**src/rtl/pc_fetch_unit.sv**
```systemverilog
// pc_fetch_unit
//   Program-counter and instruction-fetch stage of the RISC-V core. Holds the
//   architectural PC, fetches one instruction at a time from instruction memory
//   over a req/ack handshake, and hands it to decode over a valid/ready
//   handshake. After decode accepts an instruction, the next PC comes from the
//   jump target, the branch target or PC + INC, in that order of priority.
//   A misaligned next PC parks the unit in a fault state until reset.
//
// Ports
//   CLK            core clock, all state changes on the rising edge
//   RESET          synchronous active-high reset
//   INC            sequential increment (constant 4 in the core)
//   BRANCH_TAKEN   conditional branch resolved taken
//   BRANCH_TARGET  branch destination
//   JUMP           unconditional jump (JAL/JALR)
//   JUMP_TARGET    jump destination
//   IMEM_REQ       fetch request to instruction memory
//   IMEM_ADDR      fetch address, always equal to PC_OUT
//   IMEM_ACK       memory returns data this cycle
//   IMEM_RDATA     fetched instruction word
//   INSTR_VALID    INSTR_OUT / PC_OUT hold a fetched instruction
//   INSTR_READY    decode accepts the instruction
//   INSTR_OUT      registered instruction
//   PC_OUT         PC of the current instruction
//   PC_NEXT_SEQ    PC_OUT + INC, forwarded for the JAL link value
//   MISALIGN       sticky misaligned-fetch fault flag
//   FETCH_COUNT    number of instructions accepted by decode (wraps)

module pc_fetch_unit #(
  parameter int unsigned       XLEN         = 32,
  parameter logic [XLEN-1:0]   RESET_VECTOR = '0
) (
  input  logic            CLK,
  input  logic            RESET,
  input  logic [XLEN-1:0] INC,
  input  logic            BRANCH_TAKEN,
  input  logic [XLEN-1:0] BRANCH_TARGET,
  input  logic            JUMP,
  input  logic [XLEN-1:0] JUMP_TARGET,
  output logic            IMEM_REQ,
  output logic [XLEN-1:0] IMEM_ADDR,
  input  logic            IMEM_ACK,
  input  logic [XLEN-1:0] IMEM_RDATA,
  output logic            INSTR_VALID,
  input  logic            INSTR_READY,
  output logic [XLEN-1:0] INSTR_OUT,
  output logic [XLEN-1:0] PC_OUT,
  output logic [XLEN-1:0] PC_NEXT_SEQ,
  output logic            MISALIGN,
  output logic [31:0]     FETCH_COUNT
);

  typedef enum logic [1:0] {
    BOOT  = 2'd0,
    REQ   = 2'd1,
    VALID = 2'd2,
    FAULT = 2'd3
  } fetch_state_t;

  fetch_state_t    state;
  logic [XLEN-1:0] pc;
  logic [XLEN-1:0] instr;
  logic [XLEN-1:0] pc_seq;
  logic [XLEN-1:0] next_pc;
  logic            next_pc_misaligned;
  logic            imem_req_q;
  logic            instr_valid_q;
  logic            misalign_q;
  logic [31:0]     fetch_count_q;

  // Sequential successor of the current PC; the add wraps naturally at XLEN
  // bits, so 0xFFFF_FFFC + 4 lands on 0 without any special handling.
  assign pc_seq = pc + INC;

  // Redirect selection. Jump beats branch, branch beats the sequential PC.
  // The result is only consumed in the cycle decode accepts an instruction,
  // so redirect inputs seen at any other time have no effect.
  always_comb begin
    next_pc = pc_seq;
    if (JUMP) begin
      next_pc = JUMP_TARGET;
    end else if (BRANCH_TAKEN) begin
      next_pc = BRANCH_TARGET;
    end
  end

  // Instructions are 32-bit aligned; any set bit in [1:0] is a fault.
  assign next_pc_misaligned = |next_pc[1:0];

  // Main fetch sequencer. All outputs are registered alongside the state so
  // that IMEM_REQ and INSTR_VALID change exactly on state transitions.
  // BOOT exists so a memory response still in flight from before a reset is
  // swallowed rather than captured as an instruction.
  always_ff @(posedge CLK) begin
    if (RESET) begin
      state         <= BOOT;
      pc            <= RESET_VECTOR;
      instr         <= '0;
      imem_req_q    <= 1'b0;
      instr_valid_q <= 1'b0;
      misalign_q    <= 1'b0;
      fetch_count_q <= '0;
    end else begin
      case (state)
        BOOT: begin
          state      <= REQ;
          imem_req_q <= 1'b1;
        end

        REQ: begin
          if (IMEM_ACK) begin
            instr         <= IMEM_RDATA;
            imem_req_q    <= 1'b0;
            instr_valid_q <= 1'b1;
            state         <= VALID;
          end
        end

        VALID: begin
          if (INSTR_READY) begin
            fetch_count_q <= fetch_count_q + 32'd1;
            instr_valid_q <= 1'b0;
            if (next_pc_misaligned) begin
              misalign_q <= 1'b1;
              state      <= FAULT;
            end else begin
              pc         <= next_pc;
              imem_req_q <= 1'b1;
              state      <= REQ;
            end
          end
        end

        FAULT: begin
          imem_req_q    <= 1'b0;
          instr_valid_q <= 1'b0;
          misalign_q    <= 1'b1;
        end

        default: begin
          state         <= BOOT;
          imem_req_q    <= 1'b0;
          instr_valid_q <= 1'b0;
        end
      endcase
    end
  end

  assign IMEM_REQ    = imem_req_q;
  assign IMEM_ADDR   = pc;
  assign INSTR_VALID = instr_valid_q;
  assign INSTR_OUT   = instr;
  assign PC_OUT      = pc;
  assign PC_NEXT_SEQ = pc_seq;
  assign MISALIGN    = misalign_q;
  assign FETCH_COUNT = fetch_count_q;

endmodule

```
**config.mk**
```make
export PLATFORM = sky130hd
export DESIGN_NAME = pc_fetch_unit
export DESIGN_NICKNAME = d
export VERILOG_FILES = /design/src/rtl/pc_fetch_unit.sv
export SDC_FILE = /design/constraint.sdc
export NUM_CORES = 1
export LEC_CHECK = 0
export CAP_MARGIN = 20
export CORE_MARGIN = 8
export CORE_UTILIZATION = 30
export CTS_CLUSTER_DIAMETER = 60
export DETAILED_ROUTE_END_ITERATION = 12
export GPL_TIMING_DRIVEN = 0
export PLACE_DENSITY = 0.74
export SLEW_MARGIN = 30
export SYNTH_ARGS = -nofsm -noshare
export SYNTH_HDL_FRONTEND = slang
export SYNTH_SLANG_ARGS = --single-unit
export TNS_END_PERCENT = 100
```
**constraint.sdc**
```tcl
create_clock -name CLK -period 2.6 [get_ports CLK]
set_clock_uncertainty 0.15 [all_clocks]
set_input_delay 0.39 -clock CLK [delete_from_list [all_inputs] [get_ports CLK]]
set_output_delay 0.39 -clock CLK [all_outputs]
set_load 0.1 [all_outputs]
```
# Word-level counts from Yosys, hierarchy flattened
# Cells that the tools add are included.
# classes
n_addsub	2
eq_ne	7
mux	16
n_bitwise	1
n_reduce_logical	12
# ops
operator	n
2-to-1 mux 32 bit	2
adder 32 x 1 -> 32 bit, second input constant	1
adder 32 bit	1
AND reduction 3 bit	5
!= test 2 bit, second input constant	4
2-to-1 mux 1 bit	7
2-to-1 mux 2 bit	3
one-hot mux 2 bit (3 select lines)	1
nonzero test 3 bit	2
equality test 2 bit, second input constant	2
one-hot mux 1 bit (4 select lines)	1
AND reduction 2 bit	2
one-hot mux 1 bit (3 select lines)	1
equality test 2 x 1 -> 1 bit, second input constant	1
logical NOT 2 bit	1
one-hot mux 1 bit (2 select lines)	1
nonzero test 2 bit	1
OR reduction 2 bit	1
inverter 1 bit	1
# totals
ff_bits	101
out_inout_bits	163

# Longest topological paths before layout
# logic_depth
word_depth	7
mapped_depth	11
depth_no_buf	10

# Worst setup path after synthesis
# OpenSTA, ideal clock, no wires.
# synth_timing
kind	register to output
start	register pc[9] (netlist: IMEM_ADDR[9])
end	output port PC_NEXT_SEQ[26]
t_arrival_ns	4.045
required_time_ns	2.060
slack_ns	-1.985
stages_incl_launch_ff	10
cell_sequence	dfxtp_1 -> ha_1 -> clkbuf_1 -> a21oi_1 -> o21ai_0 -> a221oi_1 -> o21ai_1 -> o21ai_1 -> o21ai_1 -> xor2_1
# synth_via
elab_chain_len	1
# synth_lines
element	line	text
start, declared	61	logic [XLEN-1:0] pc;
start signal, assigned	127	pc <= next_pc;
adder 32 bit	73	assign pc_seq = pc + INC;
end, declared	48	output logic [XLEN-1:0] PC_NEXT_SEQ,
# No other way between the ends.

# Worst setup path in the final report
# layout_timing
start	register pc[4] (netlist: IMEM_ADDR[4])
end	output port PC_NEXT_SEQ[28]
# The elaborated chain is that of the path after synthesis.

==> results.md <==
- Critical path's slowest cell: a2111oi_4
- Leakage: 0.00512 µW
- Largest net degree at the start of global routing: 20
- Final core occ: 0.611
- Antenna violations before repair: 6
- Fraction of registers with async set/reset: 0
- First-pass GRT wire length: 42.6 mm
- Tightest Pin Transition: slightly above 1 ns
- H-tree Lvls: 3
- Arrival time worst endpoint: between 2 and 3 ns
- Combinational family with the most area after synthesis: simple AND/OR/NAND/NOR gates
- Power Dens Cells: roughly 390 nW/µm²
- Total core area: 21000 µm²
- Synth Register Bits: 101
- Number of remaining DRC errors: 0
- Register area share after synthesis: 0.317
- Starting density of the core: 0.305
- Cell row count: 53
- Layout cell share with drive strength beyond 1: 0.319
- Crit Path Class: reg2out
- Syn Area/Cell: approximately 7.7 µm²
- Clock sink total: 101
- Fill count: ~1800
- CP peak stage delay: 0.38 ns
- F_max: 0.296 GHz
- Tmin final: about 3.4 ns
- Clock slew at reported path FFs: approximately 0.08 ns
- Adder-Cell Fraction of Synth Area: 0.0757
- Cells after Synth: 832
- DIE AREA: about 26000 µm²
- Compound-Gate Fraction of Synth Area: 0.217
- Netlist cell types: 60
- Hpwl dp: 20.9 mm
- RSZ-0062 raised after global routing: true
- CP required: ~2 ns
- Chip height: ~160 µm
- Most frequent cells in the layout: 235 x clkdlybuf4s50_1, 123 x nand2_1, 80 x buf_4, 68 x a21oi_1, 67 x nor2_1
- Syn nets: approximately 1000
- Antenna viol nets, final: 0
- Max-capacitance violation count: 0
- Gr ovfl total: 0
- Hold Path Class: reg2reg
- Area Overhead vs Synth: 101%
- Main flop type after synthesis: dfxtp_1
- Peak VDD IR: about 0.30 mV
- Post-cts hold buffer count: 0
- Die X-Extent: around 160 µm
- Clock Path Buffers: 2
- Worst setup SP type: flip-flop
- Starting DRT DRC Count: between 200 and 300
- Post-synthesis mux area share: 0.0173
- GR Util All Layers: 0.205
- I/O pin total: between 200 and 300
- Post-synthesis xor/xnor area fraction: 0.0727
- I/O Buffers: around 300
- Setup_tns: -15.45 ns
- CP most frequent cell: o21ai_4
- Simple-gate share of the synthesized area: 0.225
- Synth Cell Area: approximately 6400 µm²
- Status: finished with violations
- WL/cell: ~19 µm
- Cell Chain, Critical Path: ha_4 -> a2111oi_4 -> buf_4 -> o21ai_4 -> a31o_4 -> a21oi_4 -> o21ai_4 -> o41ai_4 -> xnor2_4 -> buf_12
- Worst setup EP type: output pin
- EDFF count, synth: 0
- Root buf cell: clkbuf_16
- Skew-Pair Late Insertion Delay: about 0.36 ns
- Final GP Congestion: slightly above 0.9
- Nets: approximately 1400
- Synth warnings: 0
- Final Hold Viols: 0
- Slew margin rel.: 0.318
- Failing checks: negative setup slack
- Top delay family on crit path: compound AO/OA/AOI/OAI gates
- Number of global-route vias before repair: approximately 7600
- WP buf/inv: 2
- Via density: a little over 5
- Detailed Route WL: approximately 28 mm
- Commonest non-fill, non-tap cell in the layout: clkdlybuf4s50_1
- Final period util: 1.30
- Initial DRT Pass Iterations: 5
- Crit-path max FO: 3
- TritonCTS clock tree: built
- CTS buffer count: 9
- Final Setup Violations: 39
- Final worst slack: -0.783 ns
- Slew Viols, Final: 0
- Vias: roughly 7500
cell usage after synthesis (13+ instances only):
| library cell | n | share of area |
|---|---|---|
| dfxtp_1 | 101 | 0.32 |
| xor2_1 | 30 | 0.041 |
| a21o_1 | 22 | 0.026 |
| o21ai_0 | 39 | 0.031 |
| inv_1 | 14 | 0.0082 |
| and3_1 | 13 | 0.013 |
| xnor2_1 | 23 | 0.032 |
| buf_4 | 32 | 0.038 |
| nor3_1 | 22 | 0.017 |
| clkbuf_1 | 46 | 0.027 |
| nor2_1 | 79 | 0.046 |
| ha_1 | 37 | 0.073 |
| nand2_1 | 129 | 0.076 |
| nand3_1 | 17 | 0.013 |
| a21oi_1 | 85 | 0.067 |
routing by layer:
layer | track usage | routed length (µm)
met1 | 0.237 | 11500
met2 | 0.357 | 14000
met3 | 0.0526 | 2030
met4 | 0.0804 | 688
met5 | 0 | 0
metrics by stage:
stage	hold WS (ns)	setup slack, ns	area [µm²]	std cells	power, µW
CTS	0.307	-0.899	12200	1462	4950
global route	0.329	-0.899	12800	1488	5160
floorplan	0.353	-0.587	7660	832	2890
detailed placement	0.297	-2.18	11000	1402	3420
global placement	0.291	-2.16	11000	1402	3410
finish	0.305	-0.783	12800	1489	4970
final timing paths:
kind / start / to / slack (ns) / cells after the start
hold / removal: INSTR_OUT[8]$_SDFFE_PP0P_ / INSTR_OUT[8]$_SDFFE_PP0P_ / 0.30 / 2
setup reg to reg: IMEM_ADDR[4]$_SDFFE_PP0P_ / IMEM_ADDR[31]$_SDFFE_PP0P_ / -0.11 / 10
hold reg to reg: INSTR_OUT[8]$_SDFFE_PP0P_ / INSTR_OUT[8]$_SDFFE_PP0P_ / 0.30 / 2
setup / recovery: IMEM_ADDR[4]$_SDFFE_PP0P_ / PC_NEXT_SEQ[28] / -0.78 / 10
sequential cells by signal, indices dropped and copies added, names as in the netlist:
register     flops
IMEM_ADDR       32
INSTR_VALID      1
INSTR_OUT       32
state            2
MISALIGN         1
FETCH_COUNT     32
IMEM_REQ         1
worst reg2reg max path, stage by stage (launching register included):
cell and delay (ns):
dfxtp_4 0.36, ha_4 0.23, a2111oi_4 0.38, buf_4 0.18, o21ai_4 0.07, nand3_4 0.12
and2_4 0.18, o21ai_4 0.09, a31o_4 0.29, or4_1 0.39, and3_1 0.17
area by class of cell:
| class | instances | area (µm²) | share of cell area |
|---|---|---|---|
| Multi-Input combinational cell | 636 | 5470 | 0.427 |
| Timing Repair Buffer | 373 | 4000 | 0.312 |
| Sequential cell | 101 | 2150 | 0.168 |
| Buffer | 68 | 483 | 0.0377 |
| Tap cell | 275 | 344 | 0.0269 |
| Clock buffer | 9 | 225 | 0.0176 |
| Clock inverter | 7 | 65.1 | 0.00508 |
| Inverter | 14 | 52.6 | 0.00410 |
| Antenna cell | 6 | 15.0 | 0.00117 |
where the power goes:
group / internal (µW) / total [µW] / switching (µW) / leakage [µW]
sequential: 1580 / 1620 / 40.2 / 0.000850
combinational: 713 / 1970 / 1260 / 0.00413
clock: 676 / 1380 / 703 / 0.000146
total: 2970 / 4970 / 2000 / 0.00512
repair_timing:
item / CTS / global route
cloned: 0 / 1
setup buffers: 52 / 30
resized for setup: 369 / 86
setup endpoints to repair: 75 / 63
pin swaps: 60 / 62
logic make-up after synthesis:
logic type | Yosys count
simple gates | 316
compound gates | 218
flops | 101
buf+inv | 95
xor+xnor | 53
fa+ha+maj | 38
mux | 11
Note: power is estimated with default switching activity, not from simulation.
==> patch 1, RTL diff (config.mk and constraints unchanged) <==
Re-encode `fetch_state_t` (4 states) as one-hot, 4 bits wide.
--- a/src/rtl/pc_fetch_unit.sv
+++ b/src/rtl/pc_fetch_unit.sv
@@ -51,9 +51,9 @@
 );
 
-  typedef enum logic [1:0] {
-    BOOT  = 2'd0,
-    REQ   = 2'd1,
-    VALID = 2'd2,
-    FAULT = 2'd3
+  typedef enum logic [3:0] {
+    BOOT  = 4'b0001,
+    REQ   = 4'b0010,
+    VALID = 4'b0100,
+    FAULT = 4'b1000
   } fetch_state_t;
 
Behaviour: same outputs for any inputs over 4 cycles, from zero or initial values and one cycle with RESET high; so few cycles prove little.
==> patch 1 against the unedited design <==
  * The run still ends with negative setup slack left
  * Sequential cell count grew 2
  * Area after synthesis grew 1.4%
  * Final cell count grew 0.13%
  * Total power shrank 15%
  * Final area grew 1.9%
  * Wire length grew 3.4%
  * Synthesized cell count shrank 2.0%
  * Setup slack gained 0.065 ns
==> patch 1: results (changes against the unedited design) <==
Run status
  • Status: finished, violations left
  • Failing checks: negative setup slack

Finish
  • Fill count: 1699 (-4.2%)
  • Final instance area: 13000 µm² (+1.9%)

Place
  • Port Buffers: 296 (+0.34%)
  • Post-Place Cells: 1386 (-1.1%)
  • HPWL after detailed placement: 20800 µm (-0.12%)

STA
  • Setup ws final: -0.718 ns (+0.0650 ns)
  • Final setup viols: 57 (+46%)
  • Setup TNS: -16.72 ns (-1.27 ns)

Yosys
  • Dominant cells by area after synthesis: dfxtp_1 32%, nand2_1 7.2%, ha_1 6.2%, a21oi_1 5.6%, nor2_1 4.5%
  • Post-synth top cells: 124 x nand2_1, 103 x dfxtp_1, 77 x nor2_1, 73 x a21oi_1, 36 x o21ai_0
  • Syn Area/Cell: 7.94 µm² (+3.5%)
  • Syn nets: 982 (-2.2%)

Detailed routing
  • Wire length on met2: 14700 µm (+4.7%)
  • WL final: 29200 µm (+3.4%)
  • DR vias/cell: 5.09 (+1.3%)
  • Wire length on met1: 11800 µm (+2.9%)
  • DRT iter0 DRCs: 511 (+72%)
  • Max layer used: met5

Critical path
  • R2R Path Start: IMEM_ADDR[0]
  • Crit Path Max Fanout: 7 (+4)
  • Reg-to-Reg End: IMEM_ADDR[6]
  • Flop2flop setup slack: -0.20 ns (-0.09 ns)
  • Worst Setup EP: PC_NEXT_SEQ[30]
  • Worst setup path start: INC[23]

GRT
  • Initial antenna violation count: 2 (-4)
  • Global routing met2 resource utilization: 36.1% (+0.36 points)
  • Vias in the first global route: 7598 (-0.38%)

Pwr
  • P_leak: 5.02 nW (-2.0%)
[patch 1: cell count changes in the layout (fill, tap and decap cells not counted), moves of 7 or more]
| cell | unedited run | this run |
|---|---|---|
| buf_4 | 80 | 96 |
| o21ai_0 | 25 | 12 |
| a21oi_1 | 68 | 56 |
| nand3b_1 | 6 | 18 |
| a21o_1 | 22 | 11 |
| nand2_1 | 123 | 113 |
| nand3_1 | 11 | 20 |
| ha_1 | 13 | 5 |
| o21a_1 | 3 | 11 |
| buf_6 | 32 | 25 |
| nor3_1 | 18 | 11 |
| o21ai_1 | 8 | 15 |
| o221a_2 | 7 | 0 |
| or3_1 | 10 | 3 |
[patch 1: kinds of logic after synthesis]
group                    count (synthesis)  share of synthesized area (%)
XOR/XNOR                                60                           8.12
buffers and inverters                   82                           6.90
flip-flops                             103                           31.9
AO/OA/AOI/OAI                          199                           19.6
multiplexers                            17                           2.67
adder cells (fa/ha/maj)                 33                           6.50
AND/OR/NAND/NOR                        321                           24.3
[patch 1: what timing repair did]
action,in CTS,in global routing
pin swaps,85,59
endpoints found under the setup margin,64,62
hold buffers,0,0
resized for setup,393,91
setup buffers,60,34
cloned,2,2
[patch 1: worst min-delay path by stage]
| stage | cells after the start | from | slack (ns) | endpoint |
|---|---|---|---|---|
| after global placement | 2 | INSTR_OUT[12] | 0.29 | INSTR_OUT[12] |
| after floorplan | 2 | IMEM_RDATA[19] | 0.38 | INSTR_OUT[19] |
| after detailed placement | 2 | INSTR_OUT[8] | 0.30 | INSTR_OUT[8] |
| after CTS | 2 | INSTR_OUT[12] | 0.31 | INSTR_OUT[12] |
| final | 2 | INSTR_OUT[12] | 0.31 | INSTR_OUT[12] |
| after global routing | 2 | INSTR_OUT[15] | 0.32 | INSTR_OUT[15] |
[patch 1: worst max-delay path: stages]
cell,delay [ns]
clkdlybuf4s50_1,0.53
ha_4,0.26
a21o_1,0.20
a21o_1,0.20
a21o_1,0.22
a31oi_1,0.25
nand2_1,0.14
o221ai_4,0.23
xnor2_4,0.16
buf_12,0.20
[patch 1: cell type report]
| class | instances | area share (%) |
|---|---|---|
| multi-input cells | 630 | 42.7 |
| repair buffers | 392 | 32.0 |
| flip-flops and latches | 103 | 16.7 |
| plain buffers | 64 | 3.24 |
| well taps | 275 | 2.64 |
| clock buffers | 10 | 1.92 |
| clock inverters | 5 | 0.470 |
| inverters | 11 | 0.317 |
| diodes | 1 | 0.0192 |
[patch 1: power breakdown]
group / leakage [nW] / internal [mW] / switching, mW
sequential: 0.861 / 1.57 / 0.0206
clock: 0.156 / 0.811 / 0.666
combinational: 4.01 / 0.484 / 0.684
==> patch 2, RTL diff (same flow settings) <==
Without the edit above. Change the parameter `XLEN` from 32 to 64.
--- a/src/rtl/pc_fetch_unit.sv
+++ b/src/rtl/pc_fetch_unit.sv
@@ -28,5 +28,5 @@
 
 module pc_fetch_unit #(
-  parameter int unsigned       XLEN         = 32,
+  parameter int unsigned       XLEN         = 64,
   parameter logic [XLEN-1:0]   RESET_VECTOR = '0
 ) (
Ports: changed (8 resized); port bits go from 297 to 553. The function was not compared with the original's and may differ.
==> patch 2 against the unedited design <==
  * The flow still finishes with violations (negative setup slack)
  * Synthesized cell count rose by 85%
  * Area after synthesis rose by 79%
  * Sequential cell count rose by 64
  * Clock power rose by 100%
  * Non-clock buffer count rose by 419
  * Wire length rose by 150%
  * Critical path depth rose by 4
  * Final cell count rose by 88%
  * Final area rose by 85%
  * Total power rose by 84%
  * Setup slack got worse by 0.77 ns
==> patch 2: results (changes against the unedited design) <==
Detailed routing
  • DR vias/cell: 5.44 (+8.3%)
  • Met3 wire len: 6670 µm (+230%)
  • Max layer used: met5
  • WL final: 69900 µm (+150%)
  • Wire length on met1: 25900 µm (+130%)
  • Wire length on met2: 33500 µm (+140%)
  • DRT iter0 DRCs: 1055 (+260%)

Yosys
  • Synth Area in Compound Gates: 25.0% (+3.3 points)
  • Netlist cell types: 75 (+25%)
  • Post-synthesis mux area share: 2.74% (+1.0 points)
  • Adder-cell share of the synthesized area: 7.73% (+0.16 points)
  • Register area share after synthesis: 28.9% (-2.8 points)
  • Dominant cells by area after synthesis: dfxtp_1 29%, nand2_1 10%, a21oi_1 8.7%, ha_1 7.6%, buf_4 4.2%
  • Syn nets: 1875 (+87%)
  • Syn Inst Count: 1543 (+85%)

CTS
  • Clock Latency Late Sink: 0.46 ns (+0.10 ns)
  • CTS root buf: clkbuf_16
  • H-tree Lvls: 4 (+1)
  • CTS buffer count: 17 (+8)
  • # resized after CTS: 936 (+150%)

GRT
  • GRT Total Usage: 29.2% (+8.6 points)
  • Met3 Use GR: 8.13% (+2.9 points)
  • First-pass GRT wire length: 98100 µm (+130%)
  • Global routing met2 resource utilization: 50.4% (+15 points)
  • Initial antenna violation count: 10 (+4)
  • M1 GR Usage: 33.0% (+9.3 points)

Place
  • RePlAce Congestion: 0.965 (+6.2%)
  • Post-Place Cells: 2605 (+86%)
  • HPWL after detailed placement: 52100 µm (+150%)
  • Dpl ws: -2.95 ns (-0.770 ns)
  • Port Buffers: 551 (+87%)
  • Placed inst area: 19200 µm² (+75%)

Critical path
  • Crit Path Max Fanout: 2 (-1)
  • Reg-to-Reg End: IMEM_ADDR[62]
  • Worst setup path start: IMEM_ADDR[0]
  • Worst Setup EP: PC_NEXT_SEQ[59]

STA
  • Setup ws final: -1.55 ns (-0.765 ns)
  • Final setup viols: 126 (+220%)
  • Hold_ws: 0.303 ns (-0.00181 ns)
  • Worst Tran Pin Value: 1.17 ns (+0.148 ns)

Worst hold path
  • Hold endpoint: INSTR_OUT[18]
  • Hold Path Origin: INSTR_OUT[18]

Run status
  • Failing checks: negative setup slack
  • Status: finished, violations left

Pwr
  • P_leak: 10.0 nW (+96%)
  • Peak supply drop: 0.524 mV (+73%)

Finish
  • Fill count: 3044 (+72%)
  • Share of layout cells above drive strength 1: 33.0% (+1.2 points)
-- patch 2: changes by cell type in the layout (fill, tap and decap cells not counted), sizes merged, moves of 48 or more --
| cell | delta |
|---|---|
| o21ai | +48 |
| buf | +174 |
| clkdlybuf4s50 | +116 |
| a21oi | +114 |
| dlygate4sd2 | +83 |
| dfxtp | +64 |
| nand2 | +175 |
-- patch 2: layout make-up --
class	count	share of cell area, %
Clock inverter	14	0.798
Antenna cell	2	0.0211
Tap cell	511	2.70
Multi-Input combinational cell	1203	42.4
Sequential cell	165	14.8
Buffer	135	4.40
Timing Repair Buffer	725	32.6
Inverter	28	0.444
Clock buffer	18	1.85
-- patch 2: tightest hold or removal path, cell delays in order, from the launching register on --
cell and delay [ns]:
dfxtp_1 0.31, nand2_1 0.05, a21oi_1 0.05
-- patch 2: power by group --
group	total, mW	internal, mW	switching, mW
clock	2.82	1.42	1.39
sequential	2.65	2.58	0.0699
combinational	3.70	1.32	2.38
total	9.16	5.32	3.84
